==> src/rtl/cory_arbn_bandwidth.sv <==
// cory_arbn_bandwidth: K-input weighted bandwidth arbiter with per-channel carry-over budgets,
// emitting {source index, data} through an optional output queue.
module cory_arbn_bandwidth #(
   parameter int K = 4,
   parameter int N = 8,
   parameter int B = 8,
   parameter int L = 4,
   parameter int Q = 0,
   localparam int S = $clog2(K)
) (
   input  logic           clk,
   input  logic           reset_n,
   input  logic [K-1:0]   i_a_v,
   input  logic [K*N-1:0] i_a_d,
   input  logic [K*L-1:0] i_a_wt,
   input  logic [K*B-1:0] i_a_bw,
   output logic [K-1:0]   o_a_r,
   output logic           o_z_v,
   output logic [N-1:0]   o_z_d,
   output logic [S-1:0]   o_z_s,
   input  logic           i_z_r,
   output logic [S-1:0]   o_cur
);
   localparam int W = (B > L ? B : L) + 2;
   localparam logic [S:0] KW = (S+1)'(K);
   localparam logic [B:0] CMAX = '1;

   logic [S-1:0] cur, sel, nxt_cur;
   logic [S:0]   idx;
   logic         hit, int_v, int_r, acc, last;
   logic [B:0]   cnt [K];
   logic [B:0]   sat;
   logic [N-1:0] sel_d;
   logic [L-1:0] sel_wt;
   logic [B-1:0] sel_bw;
   logic [W-1:0] nxt, bud, rem;

   // Owner keeps the grant while valid; otherwise the first valid channel after it wins.
   always_comb begin
      sel = cur;
      hit = i_a_v[cur];
      idx = '0;
      for (int i = 1; i < K; i++) begin
         idx = {1'b0, cur} + (S+1)'(i);
         idx = idx >= KW ? idx - KW : idx;
         if (!hit && i_a_v[idx[S-1:0]]) begin
            sel = idx[S-1:0];
            hit = 1'b1;
         end
      end
   end

   assign int_v   = |i_a_v;
   assign acc     = int_v & int_r;
   assign sel_d   = i_a_d[sel*N +: N];
   assign sel_wt  = i_a_wt[sel*L +: L];
   assign sel_bw  = i_a_bw[sel*B +: B];
   assign nxt     = W'(cnt[sel]) + W'(sel_wt) + 1'b1;
   assign bud     = W'(sel_bw) + 1'b1;
   assign last    = nxt >= bud;
   assign rem     = nxt - bud;
   assign sat     = rem > W'(CMAX) ? CMAX : rem[B:0];
   assign nxt_cur = sel == S'(K-1) ? '0 : sel + 1'b1;
   assign o_a_r   = int_r ? i_a_v & (K'(1) << sel) : '0;
   assign o_cur   = cur;

   // Non-selected channels shed one beat of carried debt per accept.
   always_ff @(posedge clk or negedge reset_n) begin
      if (!reset_n) begin
         cur <= '0;
         for (int k = 0; k < K; k++) cnt[k] <= '0;
      end else if (int_v) begin
         cur <= acc && last ? nxt_cur : sel;
         if (acc)
            for (int k = 0; k < K; k++)
               cnt[k] <= S'(k) == sel ? (last ? sat : nxt[B:0]) : cnt[k] - (B+1)'(cnt[k] != '0);
      end
   end

   if (Q == 0) begin : g_pass
      assign int_r = i_z_r;
      assign o_z_v = int_v;
      assign o_z_d = sel_d;
      assign o_z_s = sel;
   end else begin : g_fifo
      localparam int P = Q > 1 ? $clog2(Q) : 1;
      localparam int C = $clog2(Q + 1);
      logic [S+N-1:0] mem [Q];
      logic [P-1:0]   wp, rp;
      logic [C-1:0]   num;
      logic           pop;
      assign pop   = o_z_v & i_z_r;
      assign int_r = num != C'(Q);
      assign o_z_v = num != '0;
      assign {o_z_s, o_z_d} = mem[rp];
      always_ff @(posedge clk) begin
         if (acc) mem[wp] <= {sel, sel_d};
      end
      always_ff @(posedge clk or negedge reset_n) begin
         if (!reset_n) begin
            wp  <= '0;
            rp  <= '0;
            num <= '0;
         end else begin
            wp  <= acc ? (wp == P'(Q-1) ? '0 : wp + 1'b1) : wp;
            rp  <= pop ? (rp == P'(Q-1) ? '0 : rp + 1'b1) : rp;
            num <= num + C'(acc) - C'(pop);
         end
      end
   end
endmodule

==> config.mk <==
export PLATFORM = sky130hd
export DESIGN_NAME = cory_arbn_bandwidth
export DESIGN_NICKNAME = d
export VERILOG_FILES = /design/src/rtl/cory_arbn_bandwidth.sv
export SDC_FILE = /design/constraint.sdc
export NUM_CORES = 1
export LEC_CHECK = 0
export ABC_AREA = 1
export CAP_MARGIN = 20
export CELL_PAD_IN_SITES_DETAIL_PLACEMENT = 0
export CELL_PAD_IN_SITES_GLOBAL_PLACEMENT = 1
export CORE_ASPECT_RATIO = 1.2
export CORE_MARGIN = 1
export CORE_UTILIZATION = 39
export CTS_CLUSTER_SIZE = 24
export DETAILED_ROUTE_END_ITERATION = 12
export PLACE_DENSITY = 0.85
export SLEW_MARGIN = 20
export SYNTH_ARGS = -nofsm -noshare
export SYNTH_HDL_FRONTEND = slang
export SYNTH_SLANG_ARGS = --single-unit
==> constraint.sdc <==
create_clock -name clk -period 10.1 [get_ports clk]
set_input_delay 3.03 -clock clk [delete_from_list [all_inputs] [get_ports clk]]
set_output_delay 3.03 -clock clk [all_outputs]
set_load 0.02 [all_outputs]
==> results_dict.tcl, run 1 <==
set metrics [dict create \
    status "finished, final reports clean" \
    synth_nets 935 \
    fin_nets 1022 \
    synth_area_um2 5020 \
    wl_met3_um 741 \
    synth.avg_cell_area_um2 6.12 \
    drt_iter0_markers 311 \
    slew_headroom_pct 35.2 \
    hold_class "reg2reg" \
    ys_ff_latch 38 \
    grt_use_total_pct 25.1 \
    rsz0062_at_grt "false" \
    yosysWarnings 0 \
    synthCells 820 \
    drtAntennaViolNets 0 \
    setup_violations 0 \
    wl_met1_mm 7.22 \
    hpwl_mm 12.5 \
    grt_max_degree 66 \
    mostFrequentLayoutCell "nand2_1" \
    final_cell_mix "nand2_1, clkdlybuf4s50_1, inv_1, nor2_1, nand3_1" \
    wl_per_cell_um 15.2 \
    min_path_cells 2 \
    area_growth_pct 25.0 \
    viasPerCell 5.18 \
    cts_buffers 5 \
    ys_seq_area_share_pct 18.9 \
    fmax_ghz 0.107 \
    antenna_found_initial 0 \
    path_max_fanout 65 \
    ys_types 46 \
    stdcell_count 1071 \
    skew_ns 0.00870 \
    worstSetupStartpoint "i_a_v[2]" \
    grt_pass1_wl_mm 26.5 \
    clock_latency_ns 0.29 \
    r2r_setup_slack_ns 3.60 \
    start_util_pct 39.8 \
    hp-start "cnt[35]" \
    die_w_um 106 \
    cts.htree.levels 2 \
    diodes 0 \
    gp_congestion 0.918 \
    clkTransAtPathRegs_ns 0.06 \
    grt_overflow_total 0 \
    wl_met2_mm 7.90 \
    worst_slew_pin_slew_ns 0.972 \
    highest_layer "met4" \
    root_buffer "clkbuf_16" \
    final_min_period_over_clock_period_pct 92.5 \
    synth_edf_count 0 \
    fp.dieArea_um2 13300 \
    cp_data_required_time_ns 7.07 \
    reg2reg_to "cnt[6]" \
    synth_area_leader_cell "nand2_1" \
    cts_tree "built" \
    grt_pass1_vias 5356 \
    wirelength_mm 16.3 \
    routed-via-count 5545 \
    post_cts_buffers 0 \
    drt_first_pass_iters 5 \
    layout-drive-gt1-share_pct 9.04 \
    critical_path_class "in2out" \
    start_kind "input port" \
    hold_buffers 0 \
    coreArea_um2 12600 \
    io_pins 104 \
    drc 0 \
    ctsResizeCount 0 \
    synth_top_area_share_pct 20.6 \
    cp_data_arrival_time_ns 6.31 \
    row_count 45 \
    netlist_top_cells_area "nand2_1, dfrtp_1, inv_1" \
    fp.dieH_um 126 \
    fillCellCount 1326 \
    worstRegToRegCells 35 \
    cap_violations 0 \
    finalSetupTns_ns 0 \
    yosys_most_used_dff "dfrtp_1" \
    dp_cells 1064 \
    clk_path_buf_depth 2 \
    numClockSinks 38 \
    crit_path_end_kind "primary output" \
    hold_viol_final 0 \
    fin_crit_ns 9.34 \
    r2r-start "o_cur[0]" \
    hold_end "cnt[35]" \
    async_flop_share_pct 100 \
    slew_viol_final 0 \
    io_buffers 103 \
]
-- per-layer routing --
| layer | GRT usage (%) | vias up |
|---|---|---|
| met5 | 0 | - |
| met4 | 8.25 | 0 |
| met3 | 2.69 | 33 |
| met2 | 44.1 | 147 |
| met1 | 32.1 | 2546 |
| li1 | - | 2819 |
-- cell type report --
cell class | count | area, µm² | share of cell area, %
multi-input combinational | 653 | 3530 | 56.3
timing repair buffer | 108 | 1060 | 17.0
sequential | 38 | 951 | 15.2
inverter | 101 | 384 | 6.12
tap | 164 | 205 | 3.27
clock buffer | 5 | 125 | 1.99
clock inverter | 2 | 10.0 | 0.160
-- through the flow --
stage	hold WS, ns	setup WS, ns	util, %	instance area (µm²)
after global routing	0.513	0.480	49.7	6270
after global placement	0.462	0.773	48.7	6140
after CTS	0.482	0.755	49.7	6270
after floorplan	0.449	1.56	-	5020
final	0.479	0.758	49.7	6270
after detailed placement	0.466	0.752	48.7	6140
-- worst max-delay path by stage --
stage | endpoint | slack, ns
floorplan | o_a_r[3] | 1.56
global placement | o_a_r[2] | 0.77
detailed placement | o_a_r[3] | 0.75
CTS | o_a_r[3] | 0.76
global route | o_a_r[3] | 0.48
finish | o_a_r[3] | 0.76
-- synthesized netlist by cell type, drive strengths merged (9+ instances only) --
cell type  number
nand2         296
inv           101
o21ai          41
buf            18
nor3           13
xnor2           9
xor2           19
or2            17
nor2           74
dfrtp          38
a21oi          30
nand3          67
o211ai         17
o31ai          13
ha             26
clkbuf         10
a31oi           9
-- state kept, by name (all words and copies together) (netlist names) --
register / count
o_cur: 2
cnt: 36
-- cells by family (layout without fill, tap and decap cells) --
group | count (synthesis) | in the layout | share of synthesized area [%]
compound gates | 114 | 114 | 13.9
xor+xnor | 28 | 28 | 4.89
fa+ha+maj | 28 | 28 | 7.28
simple gates | 481 | 481 | 43.8
flops | 38 | 38 | 18.9
buf+inv | 129 | 216 | 10.8
mux | 2 | 2 | 0.399
-- critical path, stage by stage --
cell and delay, ns:
clkdlybuf4s50_1 0.47, inv_1 0.12, nand2_1 0.06, nand2_1 0.08, nand2_1 0.05, nand2_1 0.07
nand2_1 0.06, inv_2 0.09, nand2_4 0.10, nand2_8 0.11, nand2_8 0.23, inv_4 0.19
ha_1 0.45, inv_1 0.29, nor3_1 0.26, clkdlybuf4s50_1 0.63
Power of run 1 is left out: the tool's default activity adds up to more than one toggle a clock period on the data nets, which glitch-free logic cannot reach.
==> run 2, diff against run 1 <==
--- a/config.mk
+++ b/config.mk
@@ -11,10 +11,12 @@
 export CELL_PAD_IN_SITES_GLOBAL_PLACEMENT = 1
 export CORE_ASPECT_RATIO = 1.2
 export CORE_MARGIN = 1
-export CORE_UTILIZATION = 39
+export CORE_UTILIZATION = 40
+export CTS_BUF_LIST = sky130_fd_sc_hd__clkbuf_4 sky130_fd_sc_hd__clkbuf_8
+export CTS_CLUSTER_DIAMETER = 50
 export CTS_CLUSTER_SIZE = 24
 export DETAILED_ROUTE_END_ITERATION = 12
-export PLACE_DENSITY = 0.85
+export PLACE_DENSITY = 0.87
 export SLEW_MARGIN = 20
 export SYNTH_ARGS = -nofsm -noshare
 export SYNTH_HDL_FRONTEND = slang
==> constraint.sdc (replaced) <==
create_clock -name clk -period 10.75 [get_ports clk]
set_input_delay 3.225 -clock clk [delete_from_list [all_inputs] [get_ports clk]]
set_output_delay 3.225 -clock clk [all_outputs]
set_load 0.02 [all_outputs]
==> results_dict.tcl, run 2 (synthesis results as in run 1) <==
set metrics [dict create \
    status "finished, final reports clean" \
    drtAntennaViolNets 0 \
    crit_slowest_cell "clkdlybuf4s50_1" \
    grt_pass1_wl_mm 25.4 \
    cp_data_required_time_ns 7.53 \
    path_cells "clkdlybuf4s50_1 > nand2_1 > nand2_1 > nand2_1 > nand2_1 > nand2_1 > inv_2 > nand2_4 > nand2_8 > nand2_8 > inv_4 > ha_1 > inv_1 > nor3_1 > clkdlybuf4s50_1" \
    fillCellCount 1247 \
    grt_max_degree 66 \
    grt_pass1_vias 5168 \
    hpwl_mm 12.2 \
    skew_ns 0.00746 \
    io_buffers 103 \
    ctsResizeCount 0 \
    viasPerCell 5.18 \
    cpMostUsedCell "nand2_1" \
    numClockSinks 38 \
    cts_buffers 5 \
    drt_first_pass_iters 5 \
    wl_per_cell_um 14.8 \
    slew_headroom_pct 37.0 \
    post_cts_buffers 0 \
    cp_data_arrival_time_ns 6.41 \
    top_register "cnt" \
    cts.htree.levels 2 \
    hold_class "reg2reg" \
    clkTransAtPathRegs_ns 0.08 \
    setup_violations 0 \
    path_max_fanout 65 \
    worst_slew_pin_slew_ns 0.945 \
    cts_tree "built" \
    clock_latency_ns 0.31 \
    coreArea_um2 12200 \
    final_cell_mix "nand2_1, clkdlybuf4s50_1, inv_1, nor2_1, nand3_1" \
    fp.dieArea_um2 13000 \
    slew_viol_final 0 \
    antenna_found_initial 0 \
    die_w_um 104 \
    drt_iter0_markers 337 \
    final_min_period_over_clock_period_pct 89.7 \
    rsz0062_at_grt "false" \
    grt_use_total_pct 24.6 \
    mostFrequentLayoutCell "nand2_1" \
    wirelength_mm 15.8 \
    routed-via-count 5537 \
    critical-path-top-delay-family "buffers and inverters" \
    crit_path_end_kind "primary output" \
    hold_viol_final 0 \
    fin_crit_ns 9.64 \
    cap_violations 0 \
    area_growth_pct 24.5 \
    root_buffer "clkbuf_8" \
    hold_buffers 0 \
    io_pins 104 \
    grt_overflow_total 0 \
    diodes 0 \
    start_kind "input port" \
    largest_reg_flops 36 \
    layout-drive-gt1-share_pct 9.14 \
    row_count 44 \
    gp_congestion 0.864 \
    critPathMaxStageDelay_ns 0.63 \
    cp.buffers_inverters 5 \
    clk_path_buf_depth 2 \
    fmax_ghz 0.104 \
    drc 0 \
    fp.dieH_um 125 \
    fin_nets 1022 \
    critical_path_class "in2out" \
    start_util_pct 41.2 \
    finalSetupTns_ns 0 \
]
==> run 2: changes by cell type in the layout (fill, tap and decap cells not counted) <==
| cell | previous run | this run |
|---|---|---|
| clkbuf_16 | 5 | 0 |
| clkbuf_4 | 0 | 1 |
| bufinv_16 | 0 | 1 |
| clkinvlp_4 | 0 | 1 |
| clkinv_2 | 2 | 0 |
| clkbuf_8 | 0 | 5 |
==> run 2: path summary, 6_finish.rpt <==
| kind | from | to | slack (ns) | depth (start not counted) |
|---|---|---|---|---|
| worst max-delay path | i_a_v[2] | o_a_r[3] | 1.11 | 15 |
| worst min-delay path | cnt[35] | cnt[35] | 0.49 | 2 |
| worst max register to register | o_cur[0] | cnt[2] | 4.04 | 34 |
| worst min register to register | cnt[35] | cnt[35] | 0.49 | 2 |
| max in group asynchronous | reset_n | cnt[19] | 7.10 | 1 |
| min in group asynchronous | reset_n | cnt[35] | 3.05 | 1 |
==> run 2: metrics by stage <==
step | area [µm²] | setup WS [ns] | hold slack [ns] | util (%) | std cells
global placement | 6130 | 1.19 | 0.462 | 50.4 | 1061
global route | 6250 | 0.834 | 0.517 | 51.3 | 1069
finish | 6250 | 1.11 | 0.489 | 51.3 | 1069
floorplan | 5020 | 1.82 | 0.449 | - | 820
CTS | 6250 | 1.12 | 0.487 | 51.3 | 1069
detailed placement | 6130 | 1.13 | 0.468 | 50.4 | 1061
==> run 2: cell type report <==
class	instances	area (µm²)	area share, %
clock buffer	6	76.3	1.22
clock inverter	2	37.5	0.601
inverter	101	384	6.15
multi-input combinational	653	3530	56.6
sequential	38	951	15.2
tap	161	201	3.22
timing repair buffer	108	1060	17.0
==> run 2: worst register-to-register path: cells and delay by family (launching register included) <==
| family | cells | cell delay (ns) |
|---|---|---|
| buf+inv | 7 | 1.14 |
| compound gates | 7 | 1.96 |
| simple gates | 17 | 1.96 |
| fa+ha+maj | 2 | 0.69 |
| flops | 1 | 0.65 |
| xor+xnor | 1 | 0.23 |
==> run 2: routing by layer <==
metal | global-route usage [%] | vias to the layer above | wire length (µm)
li1 | - | 2821 | -
met1 | 31.0 | 2536 | 6870
met2 | 43.6 | 139 | 7800
met3 | 2.41 | 41 | 687
met4 | 7.65 | 0 | 442
met5 | 0 | - | 0
Power of run 2 is left out for the same reason.
==> run 3, diff against run 2 <==
--- a/config.mk
+++ b/config.mk
@@ -16,7 +16,8 @@
 export CTS_CLUSTER_DIAMETER = 50
 export CTS_CLUSTER_SIZE = 24
 export DETAILED_ROUTE_END_ITERATION = 12
-export PLACE_DENSITY = 0.87
+export MAX_ROUTING_LAYER = met4
+export PLACE_DENSITY_LB_ADDON = 0.1
 export SLEW_MARGIN = 20
 export SYNTH_ARGS = -nofsm -noshare
 export SYNTH_HDL_FRONTEND = slang
==> results_dict.tcl, run 3 (synthesis results as in run 1) <==
set metrics [dict create \
    clock_latency_ns 0.31 \
    top_register "cnt" \
    mostFrequentLayoutCell "nand2_1" \
    drc 0 \
    clkTransAtPathRegs_ns 0.07 \
    cap_violations 0 \
    post_dp_cell_area_um2 6130 \
    largest_reg_flops 36 \
    setup_violations 0 \
    die_w_um 104 \
    start_util_pct 41.2 \
    wl_per_cell_um 14.8 \
    cp_data_arrival_time_ns 6.46 \
    crit_path_end_kind "primary output" \
    wirelength_mm 15.8 \
    rsz0062_at_grt "false" \
    fin_nets 1022 \
    ctsResizeCount 0 \
    fp.dieArea_um2 13000 \
    final_min_period_over_clock_period_pct 90.1 \
    viasPerCell 5.12 \
    cp_data_required_time_ns 7.53 \
    grt_max_degree 66 \
    grt_use_total_pct 25.4 \
    routed-via-count 5467 \
    final_area_um2 6220 \
    drt_first_pass_iters 5 \
    path_cells "clkdlybuf4s50_1 > inv_1 > nand2_1 > nand2_1 > nand2_1 > nand2_1 > nand2_1 > inv_2 > nand2_4 > nand2_8 > nand2_8 > inv_4 > ha_1 > inv_1 > nor3_1 > clkdlybuf4s50_1" \
    grt_pass1_vias 5219 \
    layout-drive-gt1-share_pct 9.04 \
    io_buffers 103 \
    cts.htree.levels 2 \
    row_count 44 \
    skew_ns 0.0141 \
    hold_end "cnt[35]" \
    antenna_found_initial 0 \
    drtAntennaViolNets 0 \
    met2_usage_pct 43.5 \
    root_buffer "clkbuf_8" \
    gp_congestion 0.928 \
    numClockSinks 38 \
    r2r-start "o_cur[0]" \
    grt_pass1_wl_mm 25.9 \
    r2r_setup_slack_ns 4.07 \
    slew_viol_final 0 \
    start_kind "input port" \
    hp-start "cnt[35]" \
    grt.busiest_layer "met2" \
    hold_buffers 0 \
    hpwl_mm 12.1 \
    reg2reg_to "cnt[13]" \
    grt_overflow_total 0 \
    fmax_ghz 0.103 \
    min_path_cells 2 \
    cp.buffers_inverters 6 \
    io_pins 104 \
    clk_path_buf_depth 2 \
    cts_tree "built" \
    hold_viol_final 0 \
    crit_slowest_cell "clkdlybuf4s50_1" \
    drt_iter0_markers 351 \
    fin_crit_ns 9.68 \
    final_cell_mix "nand2_1, clkdlybuf4s50_1, inv_1, nor2_1, nand3_1" \
    use_met1_pct 32.5 \
    post_cts_buffers 0 \
    hold_class "reg2reg" \
    area_growth_pct 23.9 \
    status "finished, final reports clean" \
    slew_headroom_pct 39.5 \
    diodes 0 \
    coreArea_um2 12200 \
    grt_use_met3_pct 2.51 \
    critical_path_class "in2out" \
    critical-path-top-delay-family "buffers and inverters" \
    path_max_fanout 65 \
    finalSetupTns_ns 0 \
    worstRegToRegCells 33 \
    cts_buffers 5 \
    cpMostUsedCell "nand2_1" \
    fp.dieH_um 125 \
    worst_slew_pin_slew_ns 0.906 \
    critPathMaxStageDelay_ns 0.63 \
]
-- run 3: cell count changes in the layout (fill, tap and decap cells not counted) --
cell / change
bufinv_16: -1
-- run 3: through the flow --
step,cells,hold slack (ns),setup WS [ns],util (%)
global route,1068,0.516,0.622,51.1
CTS,1068,0.486,1.03,51.1
floorplan,820,0.449,1.82,-
detailed placement,1061,0.465,1.04,50.4
global placement,1061,0.465,1.11,50.4
finish,1068,0.482,1.07,51.1
-- run 3: layout make-up --
cell class	instances	area (µm²)
tap	161	201
timing repair buffer	108	1060
clock buffer	6	76.3
fill	1240	5950
clock inverter	1	7.51
sequential	38	951
multi-input combinational	653	3530
inverter	101	384
-- run 3: worst min-delay path, delay by kind of cell, from the launching register on --
kind / cells / cell delay [ns]
flip-flops: 1 / 0.34
AND/OR/NAND/NOR: 2 / 0.11
-- run 3: routing by layer --
metal / part of all wire, % / vias to the layer above / wire length (µm)
met5: 0 / - / 0
met4: 1.6 / 0 / 257
met3: 3.7 / 20 / 582
met2: 49 / 130 / 7690
met1: 46 / 2513 / 7220
li1: - / 2804 / -
-- run 3: worst max-delay path by stage --
stage	end	startpoint	cells past startpoint	slack, ns
3_5_place_dp	o_a_r[3]	i_a_v[2]	16	1.04
6_report	o_a_r[3]	i_a_v[2]	16	1.07
2_1_floorplan	o_a_r[3]	i_a_v[3]	13	1.82
3_3_place_gp	o_a_r[3]	i_a_v[2]	16	1.11
4_1_cts	o_a_r[3]	i_a_v[2]	16	1.03
5_1_grt	o_a_r[3]	i_a_v[2]	16	0.62
Power of run 3 is left out for the same reason.
